`src/rtl/ping_tof_avg.sv`:
```
// Multi-channel ping time-of-flight averager: fires a ping each window, records first/last
// receive strobe per channel, and averages a mode-selected per-window value over a batch.
module ping_tof_avg #(
  parameter int CH       = 2,
  parameter int WIN_LOG2 = 12,
  parameter int AVG_LOG2 = 4
) (
  input  logic                           clk,
  input  logic                           rst,
  input  logic                           start,
  input  logic                           stop,
  input  logic                           cont,
  input  logic [1:0]                     mode,
  input  logic [CH-1:0]                  rx_stb,
  output logic                           tx_stb,
  output logic                           busy,
  output logic                           res_vld,
  output logic [CH*(WIN_LOG2+1)-1:0]     result,
  output logic [CH*(AVG_LOG2+1)-1:0]     hits
);

  localparam int ACC_W = WIN_LOG2 + AVG_LOG2;
  localparam int RES_W = WIN_LOG2 + 1;
  localparam int HIT_W = AVG_LOG2 + 1;

  typedef enum logic {S_IDLE, S_RUN} state_t;

  state_t              r_state, w_state_next;
  logic [WIN_LOG2-1:0] r_w;
  logic [AVG_LOG2-1:0] r_k;
  logic [1:0]          r_mode;
  logic                r_res_vld;
  logic                w_win_end, w_batch_end, w_advance, w_launch;

  assign w_win_end   = &r_w;
  assign w_batch_end = w_win_end && (&r_k);
  assign w_advance   = (r_state == S_RUN) && !stop;
  // Mode is captured on a fresh start and again on an automatic restart.
  assign w_launch    = ((r_state == S_IDLE) && start && !stop) ||
                       (w_advance && w_batch_end && cont);

  always_comb begin
    w_state_next = r_state;
    case (r_state)
      S_IDLE:  if (start && !stop) w_state_next = S_RUN;
      S_RUN: begin
        if (stop)                       w_state_next = S_IDLE;
        else if (w_batch_end && !cont)  w_state_next = S_IDLE;
      end
      default: w_state_next = S_IDLE;
    endcase
  end

  always_ff @(posedge clk or negedge rst) begin
    if (!rst) r_state <= S_IDLE;
    else      r_state <= w_state_next;
  end

  always_ff @(posedge clk or negedge rst) begin
    if (!rst) begin
      r_w       <= '0;
      r_k       <= '0;
      r_mode    <= '0;
      r_res_vld <= 1'b0;
    end else begin
      r_res_vld <= w_advance && w_batch_end;
      if (w_launch) r_mode <= mode;
      if (w_advance) begin
        r_w <= r_w + 1'b1;
        if (w_win_end) r_k <= r_k + 1'b1;
      end else begin
        r_w <= '0;
        r_k <= '0;
      end
    end
  end

  assign tx_stb  = (r_state == S_RUN) && (r_w == '0);
  assign busy    = (r_state == S_RUN);
  assign res_vld = r_res_vld;

  for (genvar gi = 0; gi < CH; gi++) begin : g_ch
    logic                r_seen;
    logic [WIN_LOG2-1:0] r_first, r_last;
    logic [ACC_W-1:0]    r_acc;
    logic [HIT_W-1:0]    r_hit, r_hits;
    logic [RES_W-1:0]    r_result;

    logic                w_seen;
    logic [WIN_LOG2-1:0] w_first, w_last;
    logic [WIN_LOG2:0]   w_sum, w_val;
    logic [ACC_W-1:0]    w_acc_next;
    logic [HIT_W-1:0]    w_hit_next;

    // Fold the current cycle's strobe in so the last cycle of a window is counted.
    always_comb begin
      w_seen  = r_seen | rx_stb[gi];
      w_first = r_seen ? r_first : r_w;
      w_last  = rx_stb[gi] ? r_w : r_last;
      w_sum   = {1'b0, w_first} + {1'b0, w_last};
      case (r_mode)
        2'd0:    w_val = {1'b0, w_first};
        2'd1:    w_val = {1'b0, w_last};
        2'd2:    w_val = w_sum >> 1;
        default: w_val = {1'b0, w_last - w_first};
      endcase
      w_acc_next = r_acc + (w_seen ? {{(AVG_LOG2-1){1'b0}}, w_val} : {ACC_W{1'b0}});
      w_hit_next = r_hit + {{AVG_LOG2{1'b0}}, w_seen};
    end

    always_ff @(posedge clk or negedge rst) begin
      if (!rst) begin
        r_seen   <= 1'b0;
        r_first  <= '0;
        r_last   <= '0;
        r_acc    <= '0;
        r_hit    <= '0;
        r_hits   <= '0;
        r_result <= '0;
      end else if (w_advance) begin
        if (w_win_end) begin
          r_seen <= 1'b0;
          if (w_batch_end) begin
            r_acc    <= '0;
            r_hit    <= '0;
            r_result <= {1'b0, w_acc_next[ACC_W-1:AVG_LOG2]};
            r_hits   <= w_hit_next;
          end else begin
            r_acc <= w_acc_next;
            r_hit <= w_hit_next;
          end
        end else if (rx_stb[gi]) begin
          r_seen <= 1'b1;
          r_last <= r_w;
          if (!r_seen) r_first <= r_w;
        end
      end else begin
        r_seen <= 1'b0;
        r_acc  <= '0;
        r_hit  <= '0;
      end
    end

    assign result[gi*RES_W +: RES_W] = r_result;
    assign hits[gi*HIT_W +: HIT_W]   = r_hits;
  end

endmodule

```
`config.mk`:
```
export PLATFORM = sky130hd
export DESIGN_NAME = ping_tof_avg
export DESIGN_NICKNAME = d
export VERILOG_FILES = /design/src/rtl/ping_tof_avg.sv
export SDC_FILE = /design/constraint.sdc
export NUM_CORES = 1
export LEC_CHECK = 0
export BUFFER_PORTS_ARGS = -buffer_cell sky130_fd_sc_hd__buf_2
export CORE_MARGIN = 2
export CORE_UTILIZATION = 55
export DETAILED_ROUTE_END_ITERATION = 7
export HOLD_SLACK_MARGIN = 0.1
export PLACE_DENSITY = 0.73
export SLEW_MARGIN = 10
export SYNTH_ARGS = -nofsm -noshare
export SYNTH_HDL_FRONTEND = slang
export SYNTH_SLANG_ARGS = --single-unit
```
`constraint.sdc`:
```
create_clock -name clk -period 4.8 [get_ports clk]
set_input_delay 1.44 -clock clk [delete_from_list [all_inputs] [get_ports clk]]
set_output_delay 1.44 -clock clk [all_outputs]
set_load 0.1 [all_outputs]
```
==> impl_metrics.toml <==
[clock_tree]
cts_sinks = 146
clk_pin_slew_worst_paths_ns = 0.06
tritoncts = "yes"
clkLatencyLatePin_ns = 0.43
cts_max_path_buffers = 2
cts_root_buffer = "clkbuf_16"
cts_buffers = 17
cts_max_level = 4

[yosys]
syn-cell-area_um2 = 10400
synth-seq-area-share_pct = 35.3
ys_warn_count = 0
ys_types = 77
syn_inst = 1188
synth_seq_cells = 146
synth_edf_count = 0
synth_async_sr_flop_share_pct = 100
synth.avg_cell_area_um2 = 8.72
synth_top_flop_cell = "dfrtp_1"

[sta]
min_period_ns = 4.84
setup_ws_ns = -0.0446
hold_ws_ns = 0.470
max_clock_freq_mhz = 206
setup_violations = 2
rsz0062_at_grt = "yes"
slew_violations = 0
fin_skew_ns = 0.00985
worst_slew_pin_slew_ns = 1.08
slew_headroom_pct = 27.8
fin_crit_sh_pct = 101
finalHoldViolCount = 0

[pwr]
p_int_mw = 2.42
peakVddDrop_v = 0.000337
leakagePower_nw = 6.49
p_per_area_nw_per_um2 = 264
p_sw_mw = 1.07
p_comb_share_pct = 22.4
p_seq_share_pct = 38.5
sw_frac_of_total_pct = 30.7
clkPwrFrac_pct = 39.1

[routing]
routedWlPerCell_um = 17.1
drc = 0
antenna_left = 0
vias_per_cell = 5.73
drt_iter0_drc = 404
drt_pass1_iterations = 5
totalWireLength_um = 27500
num_vias = 9232

[critical_path]
cp-start-kind = "primary input"
cp-startpoint = "rx_stb[1]"
r2r_cells = 20
cp.required_ns = 5.15
path_class = "in -> reg"
cp.arrival_ns = 5.20
worstReg2RegStart = "r_w[0]$_DFF_PN0_"
crit_fanout = 6
crit_path_end_kind = "flop"

[die]
die-area_um2 = 20000
row_count = 50
num_io_pins = 48
core-area_um2 = 18600
fp.dieW_um = 141
die_h_um = 141
initial_core_util_pct = 55.8

[grt]
grt_overflow_total = 0
track_usage_pct = 27.4
antenna_found_initial = 0
grt_pass1_vias = 8959
grt_pass1_wl_um = 44200
grt_start_max_net_pins = 81

[status]
status = "finished with violations"
failed_checks = "negative setup slack"

[placed_design]
dpl_cell_area_um2 = 11900
portBuffers = 45
gp_congestion = 0.912
hpwl_um = 19200

[min_path]
whs_path_depth = 2
hp-start = "g_ch[0].r_hits[0]$_DFFE_PN0P_"
worstHoldPathType = "reg -> reg"

[final_layout]
area_delta_synth_final_pct = 28.0
fin_nets = 1456
diodes = 0
final_cell_area_um2 = 13300
final_layout_size_suffix_gt1_share_pct = 29.5
n_fill_cell = 1391

[flow_run]
max_cap_violations = 0
-- final timing paths --
kind                                                    to  slack [ns]
hold reg to reg              g_ch[0].r_hits[0]$_DFFE_PN0P_        0.47
max in group asynchronous    g_ch[1].r_acc[11]$_DFFE_PN0N_        2.77
min in group asynchronous  g_ch[1].r_result[1]$_DFFE_PN0P_        1.04
setup / recovery             g_ch[1].r_acc[15]$_DFFE_PN0N_       -0.04
hold / removal               g_ch[0].r_hits[0]$_DFFE_PN0P_        0.47
setup reg to reg             g_ch[1].r_acc[15]$_DFFE_PN0N_        0.27
-- cells by family (layout without fill, tap and decap cells) --
logic type	Yosys count	in the layout	synth area share (%)
and+or+nand+nor	360	360	15.7
AOI/OAI and AO/OA	313	313	19.2
buffers and inverters	150	338	6.16
DFF	146	146	35.3
adders and majority gates	83	83	10.5
xor gates and xnor gates	73	73	6.17
muxes	62	62	7.03
other	1	2	0.0362
-- power groups by stage --
stage          Combinational (mW)  Clock (mW)  Sequential (mW)
3_5_place_dp                0.682           0             1.36
3_3_place_gp                0.665           0             1.36
5_1_grt                     0.850        1.43             1.35
2_1_floorplan               0.474           0             1.34
4_1_cts                     0.698        1.38             1.34
6_report                    0.784        1.37             1.35
-- synthesized netlist by cell type (all sizes together) (13+ instances only) --
cell / n / area share [%]
or3: 13 / 0.78
xnor2: 43 / 3.6
xor2: 30 / 2.5
mux2i: 48 / 4.6
nand2: 132 / 4.8
nand3: 19 / 1.1
a22o: 19 / 1.6
ha: 77 / 9.3
inv: 77 / 2.8
o21ai: 107 / 5.2
clkbuf: 36 / 1.3
a21oi: 91 / 4.6
nor2: 119 / 4.3
dfrtp: 146 / 35
buf: 37 / 2.1
nor2b: 19 / 1.1
nor3: 15 / 0.72
a21o: 14 / 1.0
-- critical path, cell delays in order --
cell,delay (ns)
buf_12,0.12
mux2i_4,0.20
inv_2,0.11
ha_4,0.14
inv_2,0.04
fa_2,0.39
nor2_4,0.16
nor2_4,0.05
o22ai_4,0.17
o22ai_4,0.11
xnor2_1,0.13
mux4_2,0.49
nor2_4,0.16
ha_4,0.14
inv_2,0.04
a21oi_2,0.14
nand3_2,0.14
a2111oi_4,0.39
o2111ai_2,0.20
or3_1,0.36
o21ai_1,0.08
-- sequential cells by signal (all words and copies together), names as in the netlist --
register,cells
busy,1
g_ch.r_hits,10
g_ch.r_first,24
g_ch.r_hit,10
g_ch.r_acc,32
r_w,12
g_ch.r_last,24
r_mode,2
res_vld,1
r_k,4
g_ch.r_seen,2
g_ch.r_result,24
-- metrics by stage --
stage               TNS (ns)  std cells  util (%)  worst slack, ns  total power [mW]
floorplan              -3.63       1189         -           -0.318              1.81
global placement      -14.24       1562      64.1           -0.598              2.02
detailed placement    -17.46       1562      64.1           -0.704              2.05
CTS                   -0.244       1597      68.0          -0.0983              3.42
global route           -2.28       1611      71.4           -0.195              3.63
finish               -0.0691       1611      71.4          -0.0446              3.50
-- placed cells by master (no fill, tap or decap), types with 15 or more instances in the layout --
cell	Yosys	layout
o21ai_1	21	31
xnor2_1	43	40
nor2_1	118	105
buf_2	27	42
buf_4	7	177
nand3_1	17	16
a22o_1	19	19
inv_1	75	67
dfrtp_1	146	145
ha_1	77	57
a21oi_1	87	73
xor2_1	30	30
clkbuf_16	0	17
a21oi_2	3	15
o21ai_0	85	71
mux2i_1	48	33
nor2b_1	19	17
nand2_1	132	131
-- final cells by class --
class,instances,area [µm²],share of cell area [%]
clock inverters,14,166,1.25
flip-flops and latches,146,3650,27.6
multi-input cells,893,6740,50.8
repair buffers,229,1680,12.7
well taps,234,293,2.21
clock buffers,18,439,3.31
inverters,77,289,2.18
-- metal layers --
layer  routed length [µm]  share of wire, %  up-vias  track usage (%)
met1                12500                45     4485             37.5
met4                  442               1.6        0             7.95
met2                13400                49      239             45.7
met3                 1250               4.5       44             3.88
li1                     -                 -     4464                -
met5                    0                 0        -                0
-- timing repair --
action,in CTS,in global routing
setup buffers,3,16
pin swaps,11,59
resized for setup,25,109
hold buffers,0,0
endpoints found under the setup margin,23,34
Power figures use the tool's default switching activity.
